## config.mk

```make
export PLATFORM = sky130hd
export DESIGN_NAME = fft_frame_reader
export DESIGN_NICKNAME = d
export VERILOG_FILES = /design/src/rtl/fft_frame_reader.sv
export SDC_FILE = /design/constraint.sdc
export NUM_CORES = 1
export LEC_CHECK = 0
export BUFFER_PORTS_ARGS = -buffer_cell sky130_fd_sc_hd__buf_2
export CORE_ASPECT_RATIO = 1.75
export CORE_MARGIN = 2
export CORE_UTILIZATION = 34
export CTS_CLUSTER_DIAMETER = 40
export DETAILED_ROUTE_END_ITERATION = 8
export PLACE_DENSITY = 0.69
export SLEW_MARGIN = 20
export SYNTH_ARGS = -nofsm -noshare
export SYNTH_HDL_FRONTEND = slang
export SYNTH_SLANG_ARGS = --single-unit
```

## constraint.sdc

```tcl
create_clock -name clk -period 1.6 [get_ports clk]
set_input_delay 0 -clock clk [delete_from_list [all_inputs] [get_ports clk]]
set_output_delay 0 -clock clk [all_outputs]
set_load 0.05 [all_outputs]
```

## src/rtl/fft_frame_reader.sv

```systemverilog
// Drains the sample FIFO into FRAME_LEN-sample packed frames and hands each frame to the FFT over valid/ready.
// Optional FFT_READER_SAFE_READ_EN inserts one idle cycle after every read to tolerate the FIFO's lagging empty flag.
module fft_frame_reader #(
   parameter int DATA_WIDTH = 16,
   parameter int FRAME_LEN  = 8,
   parameter int CNT_WIDTH  = 16
) (
   input  logic                             clk,
   input  logic                             rst,
   input  logic                             fifo_empty,
   output logic                             fifo_rd_en,
   input  logic signed [DATA_WIDTH-1:0]     fifo_data,
   output logic                             frame_valid,
   input  logic                             frame_ready,
   output logic [DATA_WIDTH*FRAME_LEN-1:0]  frame_data,
   output logic [CNT_WIDTH-1:0]             frame_cnt
);

   // Handshake: a frame transfers in any cycle where frame_valid && frame_ready;
   // frame_valid never drops and frame_data never changes until that cycle.

   localparam int CW = $clog2(FRAME_LEN) + 1;
   localparam logic [CW-1:0] LEN_C  = CW'(FRAME_LEN);
   localparam logic [CW-1:0] LAST_C = CW'(FRAME_LEN - 1);

   typedef enum logic [1:0] {
      S_FILL    = 2'd0,
      S_DRAIN   = 2'd1,
      S_PRESENT = 2'd2
   } state_t;

   state_t          state_q;
   state_t          state_d;
   logic [CW-1:0]   issue_cnt;
   logic [CW-1:0]   cap_idx;
   logic            pend;
   logic            gap;
   logic            rd_acc;
   logic            handshake;

   assign rd_acc    = fifo_rd_en && !fifo_empty;
   assign handshake = frame_valid && frame_ready;

`ifdef FFT_READER_SAFE_READ_EN
   // Idle cycle after each read so a stale !empty can never launch a read past the last entry.
   always_ff @(posedge clk) begin
      if (rst) gap <= 1'b0;
      else     gap <= rd_acc;
   end
`else
   assign gap = 1'b0;
`endif

   always_ff @(posedge clk) begin
      if (rst) state_q <= S_FILL;
      else     state_q <= state_d;
   end

   always_comb begin
      state_d = state_q;
      case (state_q)
         S_FILL: begin
            if ((rd_acc && issue_cnt == LAST_C) || issue_cnt == LEN_C) state_d = S_DRAIN;
         end
         // The last read's data arrives one cycle later; present once it is in its slot.
         S_DRAIN: begin
            if (pend && cap_idx == LAST_C) state_d = S_PRESENT;
         end
         S_PRESENT: begin
            if (handshake) state_d = S_FILL;
         end
         default: state_d = S_FILL;
      endcase
   end

   always_comb begin
      fifo_rd_en  = 1'b0;
      frame_valid = 1'b0;
      if (!rst) begin
         fifo_rd_en  = (state_q == S_FILL) && !fifo_empty && (issue_cnt < LEN_C) && !gap;
         frame_valid = (state_q == S_PRESENT);
      end
   end

   always_ff @(posedge clk) begin
      if (rst) begin
         issue_cnt  <= '0;
         cap_idx    <= '0;
         pend       <= 1'b0;
         frame_data <= '0;
         frame_cnt  <= '0;
      end else begin
         pend <= rd_acc;
         if (handshake) begin
            issue_cnt <= '0;
            cap_idx   <= '0;
            frame_cnt <= frame_cnt + CNT_WIDTH'(1);
         end else begin
            if (rd_acc) issue_cnt <= issue_cnt + CW'(1);
            if (pend) begin
               for (int k = 0; k < FRAME_LEN; k++) begin
                  if (cap_idx == CW'(k)) frame_data[k*DATA_WIDTH +: DATA_WIDTH] <= fifo_data;
               end
               cap_idx <= cap_idx + CW'(1);
            end
         end
      end
   end

endmodule
```

; Word level (Yosys, flattened, before mapping)
; Cells that the tools add are included.
[classes]
n_addsub = 3
eq_ne = 14
n_lt_le_gt_ge = 1
n_reduce_logical = 20
n_mux = 6
bitwise = 1
[op_table]
columns = op, count
row1 = $reduce_and A3 Y1, 9
row2 = $eq A4 B3 Y1 const B, 5
row3 = $add A16 B1 Y16 const B, 1
row4 = $add A4 B1 Y4 const B, 2
row5 = $eq A4 B2 Y1 const B, 2
row6 = $logic_and A1 B1 Y1, 6
row7 = $mux W2, 3
row8 = $ne A2 B2 Y1 const B, 3
row9 = $pmux W2 S3, 1
row10 = $eq A4 B1 Y1 const B, 1
row11 = $eq A4 B4 Y1 const B, 1
row12 = $logic_not A4 Y1, 1
row13 = $lt A4 B4 Y1 const B, 1
row14 = $eq A2 B1 Y1 const B, 1
row15 = $eq A2 B2 Y1 const B, 1
row16 = $logic_not A2 Y1, 1
row17 = $mux W1, 2
row18 = $reduce_or A2 Y1, 1
row19 = $logic_not A1 Y1, 1
row20 = $logic_or A1 B1 Y1, 1
row21 = $not A1 Y1, 1
[word_totals]
regBits = 155
word_cells = 58

; Longest topological paths before layout
; Gate-level depths: netlist of run 1.
[logic_depth]
word_depth = 9
mapped_depth = 8
mapped_depth_nobuf = 6

; Least setup slack after synthesis of run 1
; OpenSTA, ideal clock, no wires.
[synth_timing]
kind = flip-flop to flip-flop
startpoint = reg frame_cnt[3]
endpoint = reg frame_cnt[9]
t_required_ps = 1530
period_less_slack_ps = 1893
stages_incl_launch_ff = 5
path_slack_ps = -293
arrival_time_ps = 1823
path_cell_list = dfxtp_1 -> nand4_2 -> or3_1 -> or3_1 -> a21oi_1
[synth_between]
elab_chain_cells = 1
[synth_lines]
columns = element, line
row1 = "start, declared", 16  ; output logic [CNT_WIDTH-1:0] frame_cnt
row2 = "start signal, assigned", 97  ; frame_cnt <= frame_cnt + CNT_WIDTH'(1);
row3 = $add A16 B1 Y16, 97
; Every way passes these cells.
; A chain may end at the register's enable or synchronous reset.

; Final worst setup path of run 1
[layout_timing]
startpoint = reg state_q[0]
endpoint = out fifo_rd_en
[layout_between]
elab_chain_cells = 4
[layout_lines]
columns = element, line
row1 = "start, declared", 32  ; state_t state_q;
row2 = "start signal, assigned", 56  ; else state_q <= state_d;
row3 = $logic_not A2 Y1, 80  ; fifo_rd_en = (state_q == S_FILL) && !fifo_empty && (issue_cnt < LEN_C) && !gap;
row4 = $logic_and A1 B1 Y1 (2 in a row), 80
row5 = $mux W1, 79  ; if (!rst) begin
row6 = "end, declared", 11  ; output logic fifo_rd_en,
; Every way passes these cells.

==> results of run 1 <==
==> cells in the mapped netlist (5+ instances only) <==
| cell | n | area share |
|---|---|---|
| a21oi_1 | 132 | 0.11 |
| and2_1 | 5 | 0.0053 |
| buf_1 | 9 | 0.0057 |
| buf_2 | 14 | 0.012 |
| clkbuf_1 | 28 | 0.018 |
| dfxtp_1 | 155 | 0.52 |
| ha_1 | 7 | 0.015 |
| inv_1 | 8 | 0.0051 |
| nand2_1 | 274 | 0.17 |
| nand4_1 | 5 | 0.0053 |
| nor2_1 | 22 | 0.014 |
| or3_1 | 5 | 0.0053 |
| xnor2_1 | 9 | 0.013 |
| xor2_1 | 5 | 0.0074 |
==> cell families (layout without fill, tap and decap cells) <==
family | Yosys count | in the layout | synth area share
simple gates | 345 | 345 | 0.2540
flops | 155 | 155 | 0.5245
compound gates | 140 | 140 | 0.1218
buf+inv | 71 | 270 | 0.05647
xor+xnor | 14 | 14 | 0.02073
fa+ha+maj | 7 | 7 | 0.01480
mux | 4 | 4 | 0.007614
==> flip-flops by register name, indices dropped and copies added, names as in the netlist <==
register / cells
cap_idx: 4
frame_cnt: 16
frame_data: 128
issue_cnt: 4
pend: 1
state_q: 2
==> worst max-delay path, stage by stage (launching register included) <==
cell and delay, ns:
dfxtp_4 0.36, buf_6 0.11, or4_4 0.49, nor2_4 0.12, buf_6 0.16
==> per-stage QoR <==
stage / TNS (ns) / cells / cell area, um^2 / worst slack [ns]
final: -0.1005 / 1162 / 8193 / -0.07294
after global routing: -0.4565 / 1162 / 8193 / -0.1376
after CTS: -0.09022 / 1158 / 8031 / -0.08770
after detailed placement: -4.171 / 1100 / 7127 / -0.1138
after global placement: -2.092 / 1100 / 7127 / -0.08520
after floorplan: -0.0004090 / 736 / 5956 / -0.0004090
==> path summary, 6_finish.rpt <==
kind / cells after the start / from / slack (ns) / to
setup reg to reg: 6 / state_q[0] / -0.03 / issue_cnt[2]
hold / removal: 4 / rst / 0.03 / pend
hold reg to reg: 2 / frame_data[11] / 0.45 / frame_data[11]
setup / recovery: 4 / state_q[0] / -0.07 / fifo_rd_en
==> what timing repair did <==
action,CTS,global route
endpoints found under the hold margin,131,0
pin swaps,7,7
gates cloned,0,2
buffers inserted,8,2
hold buffers,18,0
resized for setup,18,26
endpoints found under the setup margin,78,101
==> power by group through the flow <==
stage | combinational (mW) | sequential (mW) | clock [mW]
floorplan | 0.211 | 4.12 | 0
global placement | 0.487 | 4.00 | 0
detailed placement | 0.492 | 4.00 | 0
CTS | 0.539 | 3.92 | 3.99
global route | 0.582 | 3.92 | 4.17
finish | 0.547 | 3.92 | 3.93
==> metal layers <==
layer  vias to the layer above  global-route usage
met2                       170              0.3739
li1                       2748                   -
met1                      2665              0.2082
met5                         -                   0
met4                         0              0.1098
met3                        37             0.04275
==> final cells by class <==
cell class / count / area [um^2]
Sequential cell: 155 / 3134
Tap cell: 227 / 284.0
Clock buffer: 18 / 439.2
Timing Repair Buffer: 230 / 1538
Multi-Input combinational cell: 510 / 2631
Clock inverter: 14 / 136.4
Inverter: 8 / 30.03
Fill cell: 1706 / 8833
==> flow_metrics.tcl, run 1 <==
set metrics [dict create \
    grt_pass1_wl_um 28680 \
    dieArea_um2 18510 \
    detail_route.iter0.violations 286 \
    critPathMaxFanout 3 \
    async_reset_ff_frac 0 \
    cts_tree "done" \
    period_share 1.046 \
    final_cell_mix "nand2_1, buf_2, dfxtp_1" \
    setup_viol 2 \
    syn_nets 763 \
    layout.nets 949 \
    hold_ws_ns 0.02753 \
    synth_seq_area_share 0.5245 \
    start_util 0.3474 \
    ys.flop_type "dfxtp_1" \
    ys_seq_elements 155 \
    ant_nets 0 \
    vias 5620 \
    final_common_cell "nand2_1" \
    violations "negative setup slack" \
    hpwl_um 12860 \
    cts_buffer_depth 2 \
    cp-end-kind "output pin" \
    wl_met3_um 853 \
    antenna_cells 0 \
    layout-drive-gt1-share 0.3102 \
    drt-total-wl_um 18780 \
    cts_root_buffer "clkbuf_16" \
    die_h_um 178.5 \
    top_layer "met4" \
    total_power_mw 8.391 \
    crit_arrival_ns 1.67 \
    grt_use_total 0.2002 \
    maxCapViolations 0 \
    io_pins 166 \
    power_density_nw_per_um2 1024 \
    grt_pass1_vias 5360 \
    slew_viol_final 0 \
    vdd_ir_drop_max_uv 630.6 \
    p_comb_frac 0.065 \
    synth_edf_count 0 \
    grt_max_degree 59 \
    htree_levels 4 \
    path_clk_slew_ns 0.07 \
    rsz0062_at_grt "yes" \
    dieWidth_um 103.7 \
    cts_buffers 17 \
    power_switching_mw 2.119 \
    via_per_inst 4.836 \
    synthCells 736 \
    finalCriticalPeriod_ns 1.673 \
    power.share.clock 0.468 \
    cp.required_ns 1.60 \
    final_util 0.4812 \
    fmax_mhz 597.8 \
    power_frac_seq 0.467 \
    clock_latency_ns 0.42 \
    drt-met1-wl_um 6975 \
    cts_sinks 155 \
    maxSlewHeadroom 0.5958 \
    routedWlPerCell_um 16.17 \
    yosys_warnings 0 \
    drcViolationCount 0 \
    placementRows 63 \
    overflow 0 \
    max_slew.worst_pin.slew_ns 0.6063 \
    cellLeakagePower_nw 3.402 \
    outcome "finished, violations left" \
    synth_area_per_cell_um2 8.038 \
    ys_types 47 \
    hp-class "input port to register" \
    syn_area_um2 5916 \
    dr_wl_met2_um 10140 \
    portBuffers 165 \
    gp_congestion 0.7804 \
    drtPass1Iterations 5 \
    start_kind "register" \
    swShare 0.2526 \
    fin_ws_ns -0.07294 \
    hold_viol 0 \
    core_area_um2 17030 \
    internal_power_mw 6.272 \
    area_growth_pct 38.49 \
    antenna_found_initial 0 \
    crit_type "register to output pin" \
    skew_ns 0.01221 \
]
(Power assumes the default switching activity.)
==> run 2, diff against run 1 <==
- PLACE_DENSITY: 0.69 -> 0.64
- TNS_END_PERCENT: unset -> 50
==> run 2 against run 1 <==
  * The run still ends with negative setup slack left
  * Non-clock buffer count grew 5
  * Maximum frequency shrank 1.9%
  * Final cell count is 0.34% higher
  * Critical path depth unchanged
  * Utilization grew 1.2 points
  * Hold slack improved by 0.12 ns
  * Clock power fell by 4%
  * Design area grew 2.5%
  * Critical endpoint unchanged
==> flow_metrics.tcl, run 2 (same netlist as run 1, synthesis figures left out) <==
set metrics [dict create \
    grt_pass1_wl_um 28030 \
    critPathMaxFanout 4 \
    path_clk_slew_ns 0.06 \
    portBuffers 165 \
    max_slew.worst_pin.slew_ns 0.9381 \
    power_switching_mw 2.010 \
    final_cell_mix "nand2_1, buf_2, dfxtp_1" \
    drcViolationCount 0 \
    cts_tree "done" \
    overflow 0 \
    dieArea_um2 18510 \
    io_pins 166 \
    layout-drive-gt1-share 0.3344 \
    via_per_inst 4.774 \
    largest_reg_flops 128 \
    grt_pass1_vias 5134 \
    rsz0062_at_grt "yes" \
    power.share.clock 0.456 \
    layout.nets 954 \
    swShare 0.2434 \
    setup_viol 3 \
    antenna_cells 0 \
    cts_buffers 17 \
    p_comb_frac 0.070 \
    slew_viol_final 0 \
    cellLeakagePower_nw 3.441 \
    fmax_mhz 586.7 \
    grt_max_degree 86 \
    die_h_um 178.5 \
    clock_latency_ns 0.42 \
    fin_ws_ns -0.1045 \
    regToRegSetupSlack_ns -0.01 \
    pre_cts_ws_ns -0.1837 \
    skew_ns 0.01052 \
    start_kind "register" \
    cts_sinks 155 \
    crit_type "register to output pin" \
    final_common_cell "nand2_1" \
    internal_power_mw 6.249 \
    total_power_mw 8.259 \
    antenna_found_initial 0 \
    cts_buffer_depth 2 \
    violations "negative setup slack" \
    crit_arrival_ns 1.70 \
    hpwl_um 12710 \
    dieWidth_um 103.7 \
    power_density_nw_per_um2 983.9 \
    cts_root_buffer "clkbuf_16" \
    power_frac_seq 0.475 \
    stdcell_area_um2 8394 \
    htree_levels 4 \
    hold_viol 0 \
    grt_use_total 0.1962 \
    start_util 0.3474 \
    maxSlewHeadroom 0.3746 \
    area_growth_pct 41.90 \
    routedWlPerCell_um 16.21 \
    outcome "finished, violations left" \
    largest-register "frame_data" \
    placementRows 63 \
    core_area_um2 17030 \
    hp-class "input port to register" \
    cp.required_ns 1.60 \
    top_regs "frame_data (128), frame_cnt (16)" \
    ant_nets 0 \
    drt-total-wl_um 18900 \
    placed_area_um2 7189 \
    period_share 1.065 \
    vdd_ir_drop_max_uv 814.8 \
    finalCriticalPeriod_ns 1.705 \
    gp_congestion 0.7818 \
    detail_route.iter0.violations 275 \
    cp-end-kind "output pin" \
    vias 5566 \
    drtPass1Iterations 5 \
    maxCapViolations 0 \
]
[run 2: what timing repair did]
item,in CTS,in global routing
cloned,0,2
hold buffers,19,0
setup buffers,1,8
hold endpoints to repair,131,0
pin swaps,6,29
resized for setup,19,62
endpoints found under the setup margin,117,140
[run 2: path summary, 6_finish.rpt]
kind,start,to,depth (start not counted)
hold / removal,rst,frame_cnt[1],6
hold reg to reg,frame_data[45],frame_data[45],2
setup reg to reg,state_q[0],frame_cnt[14],5
setup / recovery,state_q[1],fifo_rd_en,4
[run 2: per-layer routing]
layer	vias to the layer above	global-route usage	wire length [um]
met3	28	0.04165	834
li1	2767	-	-
met2	166	0.3692	10430
met5	-	0	0
met4	0	0.07207	406
met1	2605	0.2161	7229
[run 2: critical path, cell delays in order, from the launching register on]
cell	delay, ns
dfxtp_2	0.34
buf_6	0.12
or4_4	0.55
nor2_4	0.12
buf_6	0.17
[run 2: per-stage QoR]
step / utilization / TNS (ns) / cells / hold slack [ns]
after floorplan: - / -0.0004090 / 736 / 0.1686
after global placement: 0.4223 / -5.947 / 1105 / 0.2802
after detailed placement: 0.4223 / -8.359 / 1105 / 0.2959
after CTS: 0.4716 / -0.2507 / 1156 / 0.03295
after global routing: 0.4930 / -0.9462 / 1166 / 0.1752
final: 0.4930 / -0.1193 / 1166 / 0.1515
[run 2: power by group through the flow]
stage	sequential (mW)	clock [mW]	combinational, mW
after CTS	3.92	3.84	0.551
after detailed placement	4.01	0	0.499
after global placement	4.01	0	0.496
after floorplan	4.12	0	0.211
final	3.92	3.76	0.576
after global routing	3.92	4.01	0.615
[run 2: layout make-up]
| cell class | instances | area [um^2] |
|---|---|---|
| fillers | 1703 | 8632 |
| repair buffers | 235 | 1627 |
| multi-input cells | 510 | 2769 |
| flip-flops and latches | 155 | 3134 |
| well taps | 227 | 284.0 |
| clock buffers | 20 | 446.7 |
| clock inverters | 11 | 98.84 |
| inverters | 8 | 35.03 |
